$ cat src/rtl/exponent_add_sequencer_pkg.sv
`default_nettype none
//------------------------------------------------------------------------------
// Module : exp_seq_pkg
// Brief  : State encoding and exponent constants for exponent_add_sequencer.
// Rev    : 1.0 - initial release
//------------------------------------------------------------------------------
package exp_seq_pkg;

    typedef logic [2:0] state_t;

    localparam state_t ST_IDLE = 3'd0;
    localparam state_t ST_ADD  = 3'd1;
    localparam state_t ST_BIAS = 3'd2;
    localparam state_t ST_INC  = 3'd3;
    localparam state_t ST_DONE = 3'd4;

    localparam logic [7:0] BIAS_NEG = 8'h81;
    localparam logic [7:0] EXP_MAX  = 8'hFF;
    localparam logic [7:0] EXP_ZERO = 8'h00;

endpackage : exp_seq_pkg
`default_nettype wire

$ cat src/rtl/exponent_add_sequencer_rca.sv
`default_nettype none
//------------------------------------------------------------------------------
// Module : Ripple_Carry_Adder_8bit
// Brief  : 8-bit ripple-carry adder, the single shared adder of the sequencer.
// Rev    : 1.0 - initial release
//------------------------------------------------------------------------------
module Ripple_Carry_Adder_8bit (
    input  logic [7:0] i_a,
    input  logic [7:0] i_b,
    input  logic       i_cin,
    output logic [7:0] o_sum,
    output logic       o_cout
);

    logic [8:0] w_c;

    assign w_c[0] = i_cin;

    genvar gi;
    generate
        for (gi = 0; gi < 8; gi = gi + 1) begin : g_bit
            assign o_sum[gi]  = i_a[gi] ^ i_b[gi] ^ w_c[gi];
            assign w_c[gi+1]  = (i_a[gi] & i_b[gi]) | (w_c[gi] & (i_a[gi] ^ i_b[gi]));
        end
    endgenerate

    assign o_cout = w_c[8];

endmodule : Ripple_Carry_Adder_8bit
`default_nettype wire

$ cat src/rtl/exponent_add_sequencer.sv
`default_nettype none
//------------------------------------------------------------------------------
// Module : exponent_add_sequencer
// Brief  : Computes ea + eb - 127 (+1 on normalisation) over several cycles
//          on one shared adder, saturating to 0xFF / flushing to 0x00.
//          Macro EXP_SEQ_NORM_INC_EN enables the INC step (norm_inc honoured).
// Rev    : 1.0 - initial release
//------------------------------------------------------------------------------
module exponent_add_sequencer
    import exp_seq_pkg::*;
(
    input  logic       clk,
    input  logic       rst,
    input  logic       in_valid,
    output logic       in_ready,
    input  logic [7:0] exp_a,
    input  logic [7:0] exp_b,
    input  logic       norm_inc,
    output logic       out_valid,
    input  logic       out_ready,
    output logic [7:0] exp_out,
    output logic       overflow,
    output logic       underflow
);

    state_t     r_state;
    logic [7:0] r_a;
    logic [7:0] r_b;
    logic [8:0] r_acc;
    logic [7:0] r_exp;
    logic       r_ovf;
    logic       r_unf;

    logic [7:0] w_op_a;
    logic [7:0] w_op_b;
    logic [7:0] w_sum;
    logic       w_cout;
    logic [1:0] w_bias_hi;
    logic [9:0] w_e_bias;
    logic [9:0] w_e_fin;
    logic       w_to_done;
    logic       w_go_inc;

`ifdef EXP_SEQ_NORM_INC_EN
    logic       r_inc;
    logic [9:0] r_e;
    logic [9:0] w_e_inc;
`else
    logic       w_unused_norm;
    assign w_unused_norm = norm_inc;
`endif

    always_comb begin
        w_op_a = r_a;
        w_op_b = r_b;
        case (r_state)
            ST_BIAS: begin
                w_op_a = r_acc[7:0];
                w_op_b = BIAS_NEG;
            end
`ifdef EXP_SEQ_NORM_INC_EN
            ST_INC: begin
                w_op_a = r_e[7:0];
                w_op_b = 8'h01;
            end
`endif
            default: ;
        endcase
    end

    Ripple_Carry_Adder_8bit u_adder (
        .i_a    (w_op_a),
        .i_b    (w_op_b),
        .i_cin  (1'b0),
        .o_sum  (w_sum),
        .o_cout (w_cout)
    );

    // (acc[8] + cout) - 1 gives the signed upper bits of acc - 127
    assign w_bias_hi = {1'b0, r_acc[8]} + {1'b0, w_cout} - 2'd1;
    assign w_e_bias  = {w_bias_hi, w_sum};

`ifdef EXP_SEQ_NORM_INC_EN
    assign w_e_inc   = {r_e[9:8] + {1'b0, w_cout}, w_sum};
    assign w_e_fin   = (r_state == ST_INC) ? w_e_inc : w_e_bias;
    assign w_go_inc  = r_inc;
    assign w_to_done = ((r_state == ST_BIAS) && !r_inc) || (r_state == ST_INC);
`else
    assign w_e_fin   = w_e_bias;
    assign w_go_inc  = 1'b0;
    assign w_to_done = (r_state == ST_BIAS);
`endif

    always_ff @(posedge clk) begin
        if (rst) begin
            r_state <= ST_IDLE;
            r_a     <= 8'h00;
            r_b     <= 8'h00;
            r_acc   <= 9'h000;
            r_exp   <= EXP_ZERO;
            r_ovf   <= 1'b0;
            r_unf   <= 1'b0;
`ifdef EXP_SEQ_NORM_INC_EN
            r_inc   <= 1'b0;
            r_e     <= 10'h000;
`endif
        end else begin
            case (r_state)
                ST_IDLE: begin
                    if (in_valid) begin
                        r_a     <= exp_a;
                        r_b     <= exp_b;
`ifdef EXP_SEQ_NORM_INC_EN
                        r_inc   <= norm_inc;
`endif
                        r_state <= ST_ADD;
                    end
                end
                ST_ADD: begin
                    r_acc   <= {w_cout, w_sum};
                    r_state <= ST_BIAS;
                end
                ST_BIAS: begin
`ifdef EXP_SEQ_NORM_INC_EN
                    r_e     <= w_e_bias;
`endif
                    r_state <= w_go_inc ? ST_INC : ST_DONE;
                end
                ST_INC:  r_state <= ST_DONE;
                ST_DONE: begin
                    if (out_ready) begin
                        r_state <= ST_IDLE;
                    end
                end
                default: r_state <= ST_IDLE;
            endcase

            if (w_to_done) begin
                if ($signed(w_e_fin) >= $signed(10'sd255)) begin
                    r_exp <= EXP_MAX;
                    r_ovf <= 1'b1;
                    r_unf <= 1'b0;
                end else if ($signed(w_e_fin) <= $signed(10'sd0)) begin
                    r_exp <= EXP_ZERO;
                    r_ovf <= 1'b0;
                    r_unf <= 1'b1;
                end else begin
                    r_exp <= w_e_fin[7:0];
                    r_ovf <= 1'b0;
                    r_unf <= 1'b0;
                end
            end
        end
    end

    assign in_ready  = (r_state == ST_IDLE);
    assign out_valid = (r_state == ST_DONE);
    assign exp_out   = r_exp;
    assign overflow  = r_ovf;
    assign underflow = r_unf;

endmodule : exponent_add_sequencer
`default_nettype wire

$ cat config.mk
export PLATFORM = sky130hd
export DESIGN_NAME = exponent_add_sequencer
export DESIGN_NICKNAME = d
export VERILOG_FILES = /design/src/rtl/exponent_add_sequencer_pkg.sv /design/src/rtl/exponent_add_sequencer_rca.sv /design/src/rtl/exponent_add_sequencer.sv
export SDC_FILE = /design/constraint.sdc
export NUM_CORES = 1
export LEC_CHECK = 0
export ABC_CLOCK_PERIOD_IN_PS = 10300
export CAP_MARGIN = 20
export CORE_MARGIN = 5
export CORE_UTILIZATION = 35
export CTS_BUF_LIST = sky130_fd_sc_hd__clkbuf_4
export CTS_CLUSTER_SIZE = 20
export DETAILED_ROUTE_END_ITERATION = 7
export DONT_BUFFER_PORTS = 1
export GPL_TIMING_DRIVEN = 0
export PLACE_DENSITY = 0.52
export SYNTH_ARGS = -nofsm -noshare
export SYNTH_HDL_FRONTEND = slang
export SYNTH_HIERARCHICAL = 1
export SYNTH_SLANG_ARGS = --single-unit
$ cat constraint.sdc
create_clock -name clk -period 10.3 [get_ports clk]
set_clock_uncertainty 0.2 [all_clocks]
set_input_delay 1.03 -clock clk [delete_from_list [all_inputs] [get_ports clk]]
set_output_delay 1.03 -clock clk [all_outputs]
set_load 0.1 [all_outputs]
==> summary.md <==
| Metric | Value |
|---|---|
| Setup violations, final | 0 |
| Mapped Area | around 1900 um^2 |
| Min Tclk post-route | 5720 ps |
| Total Wirelength | 3.80 mm |
| Placed insts | roughly 280 |
| Number of setup buffers added after CTS | 0 |
| Clk Latency, worst-skew pair | 340 ps |
| Fmax | ~0.17 GHz |
| Total power | between 0.0003 and 0.0004 W |
| WS Path Type | flop to flop |
| Slew margin rel. | between 30% and 40% |
| Least-Margin Pin Slew | roughly 980 ps |
| Util after Layout | ~40% |
| Hold_buf cts | 0 |
| Drt wl/cell | ~13 um |
| Critical Path RT | ~10000 ps |
| Vias | around 1400 |
| GRT Total Usage | 12.1% |
| Crit path top cell by count | fa_1 |
| Leak | between 0.7 and 0.8 nW |
| NetSw | 0.000104 W |
| H-tree depth | 2 |
| Mapped Cells | about 200 |
| Most common cell after layout, fill and taps aside | dfxtp_1 |
| Height of the chip | slightly above 80 um |
| Worst path cell trace | nor3b_2, buf_4, mux2_2, fa_1, inv_1, fa_1, inv_1, fa_1, fa_1, fa_1, fa_1, fa_1, inv_1, fa_1, inv_1, nand4_1, o21ai_0, a21boi_4, a211oi_1 |
| Crit share post-route | around 56% |
| Critical Path End Type | flop |
| Total iterations of the first detailed-routing run | 4 |
| Flops & latches, synth | 38 |
| Int Pwr | 0.000205 W |
| Outcome | finished, final reports clean |
| Clock slew seen by the registers of the worst setup and hold paths | around 120 ps |
| Number of diodes | 0 |
| Global-route wire length before repair | between 6 and 7 mm |
| Post-synth EDFFs | 0 |
| Worst R2R Setup Slack | 4580 ps |
| Max Transition Viols Final | 0 |
| Worst hold path type | flop to flop |
| Grt ovf | 0 |
| TritonCTS Buffers | 5 |
| RSZ-0062 raised after global routing | no |
| Initial antenna violation count | 0 |
| Maxcap violations | 0 |
| DRT iter0 DRCs | 14 |
| Commonest non-fill, non-tap cells in the layout | 38 x dfxtp_1, 36 x nand2_1, 22 x nor2_1 |
| Setup TNS Final | 0 ps |
| Synth Flop Type | dfxtp_1 |
| Nets | around 240 |
| Vias in the first global route | around 1400 |
| Post-synthesis net count | 234 |
| Root Buffer Master | clkbuf_4 |
| CTS tree | yes |
| Crit path launch type | flop |
| CP arrival | ~5800 ps |
| Combinational Power Share | 19.0% |
| Synth-to-Final Area Change | 11.1% |
| Pin count of the biggest net entering global routing | 13 |
| Die footprint | approximately 7000 um^2 |
| Core area | between 5000 and 6000 um^2 |
| Ys Warns | 6 |
| Worst VDD drop | around 0.00008 V |
| Initial core utilization | a little over a third |
| Vias per cell | approximately 4.7 |
| FILL cells | ~580 |
| Port Buffers | 0 |
| CP max FO | 10 |
| Max Root-Sink Buffers | 2 |
| Share of layout cells above drive strength 1 | about 16% |
| Final RePlAce weighted congestion | between 0.7 and 0.8 |
| Hold Vio Cnt, Final | 0 |
| Sw frac | between 30% and 40% |
| Post-route ant nets | 0 |
| Avg Cell Area, Syn | 9.11 um^2 |
| CTS sink cnt | 38 |
| Synth area leader | dfxtp_1 |
| HPWL Detailed | 2.95 mm |
| Distinct cells, synth | 33 |
| Synth area leaders | dfxtp_1 41%, fa_1 8.6%, nand2_1 7.3%, mux2i_1 4.8%, mux2_2 4.8% |
| Seq/Total Area, Yosys | between 40% and 50% |
| Number of gates resized after CTS | 0 |
| Top cell type's share of synthesized area | 40.9% |
| Sequential Power Share | a little under three fifths |
| Row count | 26 |
| CP max stage delay | ~500 ps |
| Die width | ~83 um |
| Crit path max-delay cell type | dfxtp_1 |
| Clock share of power | ~25% |
| Post-Layout Cell Count | roughly 290 |
| Asr flop ratio synth | 0% |
| Boundary pin count | 33 |
| PD cells | between 100 and 150 nW/um^2 |
| Residual DRC | 0 |
worst max-delay path, delay by kind of cell, from the launching register on:
| kind | cells | cell delay [ps] |
|---|---|---|
| and+or+nand+nor | 2 | 310 |
| DFF | 1 | 500 |
| adders and majority gates | 8 | 2920 |
| AOI/OAI and AO/OA | 3 | 800 |
| muxes | 1 | 370 |
| buffers and inverters | 5 | 570 |
final timing paths:
check,start,cells past startpoint,endpoint
worst max-delay path,r_state[1],19,exp_out[4]
worst min-delay path,r_b[5],2,r_b[5]
worst min register to register,r_b[5],2,r_b[5]
worst max register to register,r_state[1],19,exp_out[4]
stage by stage:
stage | instance area, um^2 | setup WS [ps] | hold slack, ps
floorplan | 1860 | 5070 | 232
global placement | 1950 | 4670 | 241
detailed placement | 2010 | 4570 | 243
CTS | 2060 | 4520 | 260
global route | 2060 | 4200 | 281
finish | 2060 | 4580 | 259
routing by layer:
layer / global-route usage, % / routed length (um)
met5: 0 / 0
met4: 4.46 / 65
met3: 3.86 / 204
met2: 18.7 / 1680
met1: 15.8 / 1840
cells in the mapped netlist (3+ instances only):
master     n
nand2_1   36
nand2b_1   6
mux2i_1    9
a211oi_1   6
inv_1     12
dfxtp_1   38
fa_1       8
nor2b_1    9
buf_4      3
clkbuf_1   3
nor3_1     3
a21oi_1   17
mux2_2     8
nor2_1    22
power by group through the flow:
stage          clock (W)  combinational, W  sequential, W
6_report       0.0000760         0.0000585       0.000174
2_1_floorplan          0         0.0000445       0.000176
3_5_place_dp           0         0.0000596       0.000178
5_1_grt        0.0000872         0.0000669       0.000175
3_3_place_gp           0         0.0000544       0.000177
4_1_cts        0.0000798         0.0000596       0.000174
layout make-up:
cell class	count	area [um^2]	share of cell area (%)
repair buffers	3	53.8	2.61
clock inverters	3	16.3	0.788
plain buffers	11	80.1	3.88
multi-input cells	143	983	47.6
inverters	12	45.0	2.18
flip-flops and latches	38	761	36.8
clock buffers	5	37.5	1.82
well taps	70	87.6	4.24
flip-flops by register name, indices dropped and copies added (netlist names):
signal     count
r_b            8
underflow      1
r_state        3
overflow       1
r_a            8
exp_out        8
r_acc          9
logic make-up (layout without fill, tap and decap cells):
family,after synthesis,in the layout,synth area share [%]
buf+inv,23,34,6.73
compound gates,29,29,10.8
flops,38,38,40.9
fa+ha+maj,9,9,9.29
other cells,1,1,0.202
simple gates,87,87,22.4
mux,17,17,9.70
No activity file was read; power rests on OpenSTA's default activity.
